### config.mk
export PLATFORM = sky130hd
export DESIGN_NAME = lii_stream_wrapper_pk
export DESIGN_NICKNAME = d
export VERILOG_FILES = /design/src/rtl/lii_stream_wrapper_pk.sv
export SDC_FILE = /design/constraint.sdc
export NUM_CORES = 1
export LEC_CHECK = 0
export ABC_AREA = 1
export CAP_MARGIN = 20
export CORE_ASPECT_RATIO = 0.8
export CORE_MARGIN = 4
export CORE_UTILIZATION = 40
export DETAILED_ROUTE_END_ITERATION = 10
export GPL_TIMING_DRIVEN = 0
export PLACE_DENSITY = 0.6
export RECOVER_POWER = 25
export SYNTH_ARGS = -nofsm -noshare
export SYNTH_HDL_FRONTEND = slang
export SYNTH_SLANG_ARGS = --single-unit
export TNS_END_PERCENT = 100
### constraint.sdc
create_clock -name aclk -period 6.8 [get_ports aclk]
set_input_delay 1.7 -clock aclk [delete_from_list [all_inputs] [get_ports aclk]]
set_output_delay 1.7 -clock aclk [all_outputs]
set_load 0.05 [all_outputs]
### src/rtl/lii_stream_wrapper_pk.sv
// LII phy <-> HLS kernel stream adapter: filtered FWFT input FIFO and lane packer with tkeep.
// Optional idle-timeout flush of partial beats is enabled by defining LII_PACK_TIMEOUT_EN.
module lii_stream_wrapper_pk #(
  parameter int unsigned IN_W         = 24,
  parameter int unsigned OUT_W        = 8,
  parameter int unsigned PW           = 64,
  parameter int unsigned DEPTH        = 8,
  parameter logic [7:0]  LOCAL_ID     = 8'h00,
  parameter logic [7:0]  DEST_ID      = 8'h01,
  parameter int unsigned FLUSH_CYCLES = 16,
  localparam int unsigned PACK        = PW / OUT_W
) (
  input  logic              aclk,
  input  logic              arst,
  input  logic [PW-1:0]     lii_in_p0_tdata,
  input  logic              lii_in_p0_tvalid,
  output logic              lii_in_p0_tready,
  input  logic [7:0]        lii_in_p0_src,
  input  logic [7:0]        lii_in_p0_dst,
  output logic [PW-1:0]     lii_out_p0_tdata,
  output logic              lii_out_p0_tvalid,
  input  logic              lii_out_p0_tready,
  output logic [PACK-1:0]   lii_out_p0_tkeep,
  output logic [7:0]        lii_out_p0_src,
  output logic [7:0]        lii_out_p0_dst,
  output logic [IN_W-1:0]   pixel_stream_tdata,
  output logic              pixel_stream_tvalid,
  input  logic              pixel_stream_tready,
  input  logic [OUT_W-1:0]  frame_stream_tdata,
  input  logic              frame_stream_tvalid,
  output logic              frame_stream_tready,
  output logic              ce,
  output logic [15:0]       drop_cnt
);

  localparam int unsigned AW = $clog2(DEPTH);
  localparam int unsigned CW = $clog2(PACK + 1);

  // ---------------- input filter and FWFT FIFO ----------------
  logic [IN_W-1:0] mem [DEPTH];
  logic [AW:0]     wptr, rptr;
  logic            full, empty, push, pop, drop;
  logic            unused_in;

  assign unused_in = ^{lii_in_p0_src, lii_in_p0_tdata};

  assign full  = (wptr[AW] != rptr[AW]) && (wptr[AW-1:0] == rptr[AW-1:0]);
  assign empty = (wptr == rptr);
  assign push  = lii_in_p0_tvalid && !full && (lii_in_p0_dst == LOCAL_ID);
  assign drop  = lii_in_p0_tvalid && !full && (lii_in_p0_dst != LOCAL_ID);
  assign pop   = !empty && pixel_stream_tready;

  assign lii_in_p0_tready    = !full;
  assign pixel_stream_tvalid = !empty;
  assign pixel_stream_tdata  = mem[rptr[AW-1:0]];

  always_ff @(posedge aclk) begin
    if (arst) begin
      wptr     <= '0;
      rptr     <= '0;
      drop_cnt <= '0;
    end else begin
      if (push) wptr <= wptr + {{AW{1'b0}}, 1'b1};
      if (pop)  rptr <= rptr + {{AW{1'b0}}, 1'b1};
      if (drop && drop_cnt != 16'hFFFF) drop_cnt <= drop_cnt + 16'd1;
    end
  end

  always_ff @(posedge aclk) begin
    if (push) mem[wptr[AW-1:0]] <= lii_in_p0_tdata[IN_W-1:0];
  end

  // ---------------- output packer ----------------
  logic [PW-1:0]   acc, obuf, acc_masked;
  logic [PACK-1:0] okeep, keep_mask;
  logic [CW-1:0]   cnt;
  logic            ov, fl, acc_ready, transfer, accept;

  assign acc_ready = (cnt == CW'(PACK)) || fl;
  assign transfer  = acc_ready && (!ov || lii_out_p0_tready);
  assign frame_stream_tready = ((cnt < CW'(PACK)) && !fl) || transfer;
  assign accept    = frame_stream_tvalid && frame_stream_tready;
  assign ce        = frame_stream_tready;

  always_comb begin
    keep_mask  = '0;
    acc_masked = '0;
    for (int i = 0; i < int'(PACK); i++) begin
      if (i < int'(cnt)) begin
        keep_mask[i]                   = 1'b1;
        acc_masked[i*OUT_W +: OUT_W]   = acc[i*OUT_W +: OUT_W];
      end
    end
  end

  always_ff @(posedge aclk) begin
    if (arst) begin
      acc   <= '0;
      cnt   <= '0;
      obuf  <= '0;
      okeep <= '0;
      ov    <= 1'b0;
    end else if (transfer) begin
      obuf  <= acc_masked;
      okeep <= keep_mask;
      ov    <= 1'b1;
      acc   <= '0;
      cnt   <= '0;
      // A word arriving alongside the transfer starts the next beat in lane 0.
      if (accept) begin
        acc[OUT_W-1:0] <= frame_stream_tdata;
        cnt            <= CW'(1);
      end
    end else begin
      if (lii_out_p0_tready) ov <= 1'b0;
      if (accept) begin
        acc[int'(cnt)*OUT_W +: OUT_W] <= frame_stream_tdata;
        cnt                           <= cnt + CW'(1);
      end
    end
  end

`ifdef LII_PACK_TIMEOUT_EN
  logic [15:0] idle;

  always_ff @(posedge aclk) begin
    if (arst) begin
      idle <= '0;
      fl   <= 1'b0;
    end else begin
      if (accept || transfer || cnt == '0) begin
        idle <= '0;
      end else if (idle != 16'(FLUSH_CYCLES)) begin
        idle <= idle + 16'd1;
      end
      if (transfer) begin
        fl <= 1'b0;
      end else if (idle == 16'(FLUSH_CYCLES) && cnt != '0 && cnt != CW'(PACK)) begin
        fl <= 1'b1;
      end
    end
  end
`else
  assign fl = 1'b0;
`endif

  assign lii_out_p0_tdata  = obuf;
  assign lii_out_p0_tkeep  = okeep;
  assign lii_out_p0_tvalid = ov;
  assign lii_out_p0_src    = LOCAL_ID;
  assign lii_out_p0_dst    = DEST_ID;

endmodule

==> impl_metrics.py <==
metrics = {
    "global_routing": {
        "first_global_vias": 10800,
        "number_of_antenna_violations_at_the_first_check_in_global_routing": 1,
        "global_route.overflow_total": 0,
        "grt_pass1_wl_um": 59600,
        "grt_max_degree": 25,
        "groute.usage.overall_pct": 19.3,
    },
    "detailed_routing": {
        "routed_wl_um": 37800,
        "route.detailed.drc": 0,
        "firstDrtPassIters": 5,
        "ant_nets": 0,
        "dr.first_iter.drc_count": 946,
        "route.detailed.wl_per_inst_um": 16.7,
        "detail_route.vias_per_cell": 4.90,
        "num_vias": 11100,
    },
    "placement": {
        "dp_slack_ns": 1.19,
        "placement.io_buffers": 162,
        "place_congestion": 0.871,
        "dp_hpwl_um": 25700,
    },
    "floorplan": {
        "floorplan.initialDensity_pct": 40.5,
        "fp-row-count": 62,
        "coreArea_mm2": 0.0358,
        "die_area_mm2": 0.0393,
        "die_x_um": 221,
        "fp.dieH_um": 178,
        "io_pins": 227,
    },
    "clock_network": {
        "clockRootBuffer": "sky130_fd_sc_hd__clkbuf_16",
        "tritoncts_clock_tree": "built",
        "post_cts.resized_instances": 0,
        "clock_insertion_delay_worst_skew_ns": 0.53,
        "cts.hold.buffers_added": 0,
        "clk_pin_slew_ns": 0.06,
        "cts-root-to-sink-buffers": 3,
        "sink_count_of_the_clock_tree": 360,
        "postCtsSetupBuffers": 0,
        "htree_num_levels": 2,
        "cts_made_buffers": 38,
    },
    "critical_path": {
        "required_time_worst_endpoint_ns": 5.10,
        "worstPathMaxFanout": 6,
        "cpMaxStageDelayCell": "sky130_fd_sc_hd__clkdlybuf4s50_1",
        "reg2reg_depth": 14,
        "timing.critical_path.to_type": "primary output",
        "worst-setup-path-type": "input pin to primary output",
        "crit_path_cell_trace": "clkdlybuf4s50_1 > inv_1 > nand2_1 > nand4_1 > nand2_1 > buf_4 > clkdlybuf4s50_1",
        "start_kind": "input pin",
        "arrival_ns": 3.92,
        "max_stage_delay_ns": 0.79,
    },
    "timing": {
        "setup_violations": 0,
        "slew_headroom_pct": 38.1,
        "fin_crit_ns": 5.62,
        "portion_of_the_clock_cycle_consumed_by_the_worst_path_in_the_final_layout_pct": 82.6,
        "max_freq_mhz": 178,
        "hold_viol": 0,
        "setup-tns-final_ns": 0,
        "tightest_slew_ns": 0.926,
        "timing.final.ws_setup_ns": 1.18,
        "grt_setup_unrepaired": "false",
        "skew_ns": 0.0133,
        "final-max-slew-violation-count": 0,
    },
    "status": {
        "status": "finished, final reports clean",
    },
    "logic_synthesis": {
        "yosysSeqAreaShare_pct": 63.1,
        "synth_seq_cells": 360,
        "synth_area_per_cell_um2": 9.41,
        "synthesis.instances": 1537,
        "synth.yosys.warnings": 0,
        "netlist-cell-type-count": 28,
        "syn-cell-area_mm2": 0.0145,
    },
    "cells_and_area": {
        "postLayoutCoreUtil_pct": 50.3,
        "final_net_count": 1856,
        "filler_cell_count": 3292,
        "layout-drive-gt1-share_pct": 5.83,
        "p_r_area_growth_vs_syn_pct": 24.3,
    },
    "worst_hold_path": {
        "hold-path-cell-count": 2,
        "hold_path_class": "register to register",
    },
    "power": {
        "ir_drop_uv": 162,
        "p_leak_uw": 0.00656,
        "cellPowerDensity_mw_per_mm2": 268,
    },
    "run": {
        "maxCapViolCount": 0,
    },
}
cell usage after synthesis:
cell type                  instances  share of area, %
sky130_fd_sc_hd__buf_4            20               1.0
sky130_fd_sc_hd__o21ai_0         151               5.2
sky130_fd_sc_hd__xnor2_2           1              0.11
sky130_fd_sc_hd__dfxtp_1         168                23
sky130_fd_sc_hd__nand2_1         318               8.3
sky130_fd_sc_hd__clkinv_1          3             0.078
sky130_fd_sc_hd__nand2_4           1             0.078
sky130_fd_sc_hd__inv_1           119               3.1
sky130_fd_sc_hd__buf_1             6              0.16
sky130_fd_sc_hd__edfxtp_1        192                40
sky130_fd_sc_hd__nand4_1          11              0.48
sky130_fd_sc_hd__o32ai_1          48               2.9
sky130_fd_sc_hd__a21oi_4           1              0.11
sky130_fd_sc_hd__nor2_2            3              0.13
sky130_fd_sc_hd__buf_2            13              0.45
sky130_fd_sc_hd__xnor2_1           6              0.36
sky130_fd_sc_hd__xor2_1           11              0.67
sky130_fd_sc_hd__nor3_1           29               1.0
sky130_fd_sc_hd__nand3_1          34               1.2
sky130_fd_sc_hd__ha_1              9              0.78
sky130_fd_sc_hd__a21oi_1          36               1.2
sky130_fd_sc_hd__o21ai_1          14              0.48
sky130_fd_sc_hd__buf_6             3              0.23
sky130_fd_sc_hd__nor2_1          286               7.4
sky130_fd_sc_hd__conb_1            2             0.052
sky130_fd_sc_hd__clkinv_2          1             0.035
sky130_fd_sc_hd__clkbuf_1         50               1.3
sky130_fd_sc_hd__and2_0            1             0.043
cell type report:
| cell class | instances | area, µm² | area share, % |
|---|---|---|---|
| buffer | 92 | 459 | 2.55 |
| inverter | 123 | 463 | 2.57 |
| timing repair buffer | 162 | 1620 | 9.02 |
| antenna | 1 | 2.50 | 0.0139 |
| tap | 480 | 601 | 3.34 |
| clock inverter | 14 | 73.8 | 0.411 |
| multi-input combinational | 976 | 4530 | 25.2 |
| clock buffer | 56 | 1100 | 6.13 |
| sequential | 360 | 9130 | 50.8 |
registers in the layout, indices dropped and copies added, names as in the netlist, named ones only:
| signal | cells |
|---|---|
| mem | 192 |
| acc | 64 |
| lii_out_p0_tdata | 64 |
| drop_cnt | 16 |
| lii_out_p0_tkeep | 8 |
| cnt | 4 |
| rptr | 4 |
| wptr | 4 |
| lii_out_p0_tvalid | 1 |
worst max-delay path: cells and delay by family:
family	cells	cell delay (ns)
buffers and inverters	4	1.48
AND/OR/NAND/NOR	3	0.73
kinds of logic (layout without fill, tap and decap cells):
| family | count (synthesis) | after routing | share of synthesized area (%) |
|---|---|---|---|
| buffers and inverters | 215 | 447 | 6.37 |
| AND/OR/NAND/NOR | 683 | 683 | 18.6 |
| XOR/XNOR | 18 | 18 | 1.14 |
| other | 2 | 17 | 0.0519 |
| flip-flops | 360 | 360 | 63.1 |
| AO/OA/AOI/OAI | 250 | 250 | 9.97 |
| adder cells (fa/ha/maj) | 9 | 9 | 0.778 |
cell usage in the layout (no fill, tap or decap):
master                              n
sky130_fd_sc_hd__a21oi_1           36
sky130_fd_sc_hd__a21oi_4            1
sky130_fd_sc_hd__and2_0             1
sky130_fd_sc_hd__buf_1              6
sky130_fd_sc_hd__buf_2             13
sky130_fd_sc_hd__buf_4             20
sky130_fd_sc_hd__buf_6              3
sky130_fd_sc_hd__clkbuf_1          63
sky130_fd_sc_hd__clkbuf_16         41
sky130_fd_sc_hd__clkbuf_8           2
sky130_fd_sc_hd__clkdlybuf4s50_1  140
sky130_fd_sc_hd__clkinv_1           7
sky130_fd_sc_hd__clkinv_2           8
sky130_fd_sc_hd__clkinv_4           1
sky130_fd_sc_hd__clkinvlp_4         2
sky130_fd_sc_hd__conb_1            16
sky130_fd_sc_hd__dfxtp_1          168
sky130_fd_sc_hd__diode_2            1
sky130_fd_sc_hd__dlygate4sd3_1     22
sky130_fd_sc_hd__edfxtp_1         192
sky130_fd_sc_hd__ha_1               9
sky130_fd_sc_hd__inv_1            119
sky130_fd_sc_hd__nand2_1          318
sky130_fd_sc_hd__nand2_4            1
sky130_fd_sc_hd__nand3_1           34
sky130_fd_sc_hd__nand4_1           11
sky130_fd_sc_hd__nor2_1           278
sky130_fd_sc_hd__nor2_2             3
sky130_fd_sc_hd__nor2_4             8
sky130_fd_sc_hd__nor3_1            29
sky130_fd_sc_hd__o21ai_0          151
sky130_fd_sc_hd__o21ai_1           14
sky130_fd_sc_hd__o32ai_1           48
sky130_fd_sc_hd__xnor2_1            6
sky130_fd_sc_hd__xnor2_2            1
sky130_fd_sc_hd__xor2_1            11
through the flow:
| stage | hold slack [ns] | instance area [µm²] | cells | power [µW] |
|---|---|---|---|---|
| 6_report | 0.454 | 18000 | 2264 | 4810 |
| 5_1_grt | 0.471 | 18000 | 2263 | 4990 |
| 4_1_cts | 0.456 | 18000 | 2263 | 4860 |
| 3_5_place_dp | 0.444 | 16800 | 2193 | 2900 |
| 3_3_place_gp | 0.436 | 16700 | 2193 | 2890 |
| 2_1_floorplan | 0.445 | 14500 | 1551 | 2700 |
report_power, final:
group,internal (µW),switching [µW]
Clock,1130,834
Sequential,2300,10.4
Combinational,163,378
Total,3590,1220
per-layer routing:
metal	vias up	wire (µm)	track usage, %
met4	2	599	4.34
met5	-	11	0
met1	5220	17100	26.7
met3	50	2220	3.83
li1	5510	-	-
met2	318	17900	31.4
worst paths after layout:
check | from | endpoint | slack, ns
max reg2reg | cnt[0]$_SDFFE_PP0P_ | acc[4]$_SDFFE_PP0P_ | 3.64
min | lii_out_p0_tkeep[2]$_SDFFE_PP0P_ | lii_out_p0_tkeep[2]$_SDFFE_PP0P_ | 0.45
max | lii_out_p0_tready | frame_stream_tready | 1.18
min reg2reg | lii_out_p0_tkeep[2]$_SDFFE_PP0P_ | lii_out_p0_tkeep[2]$_SDFFE_PP0P_ | 0.45
Note: power is estimated with default switching activity, not from simulation.
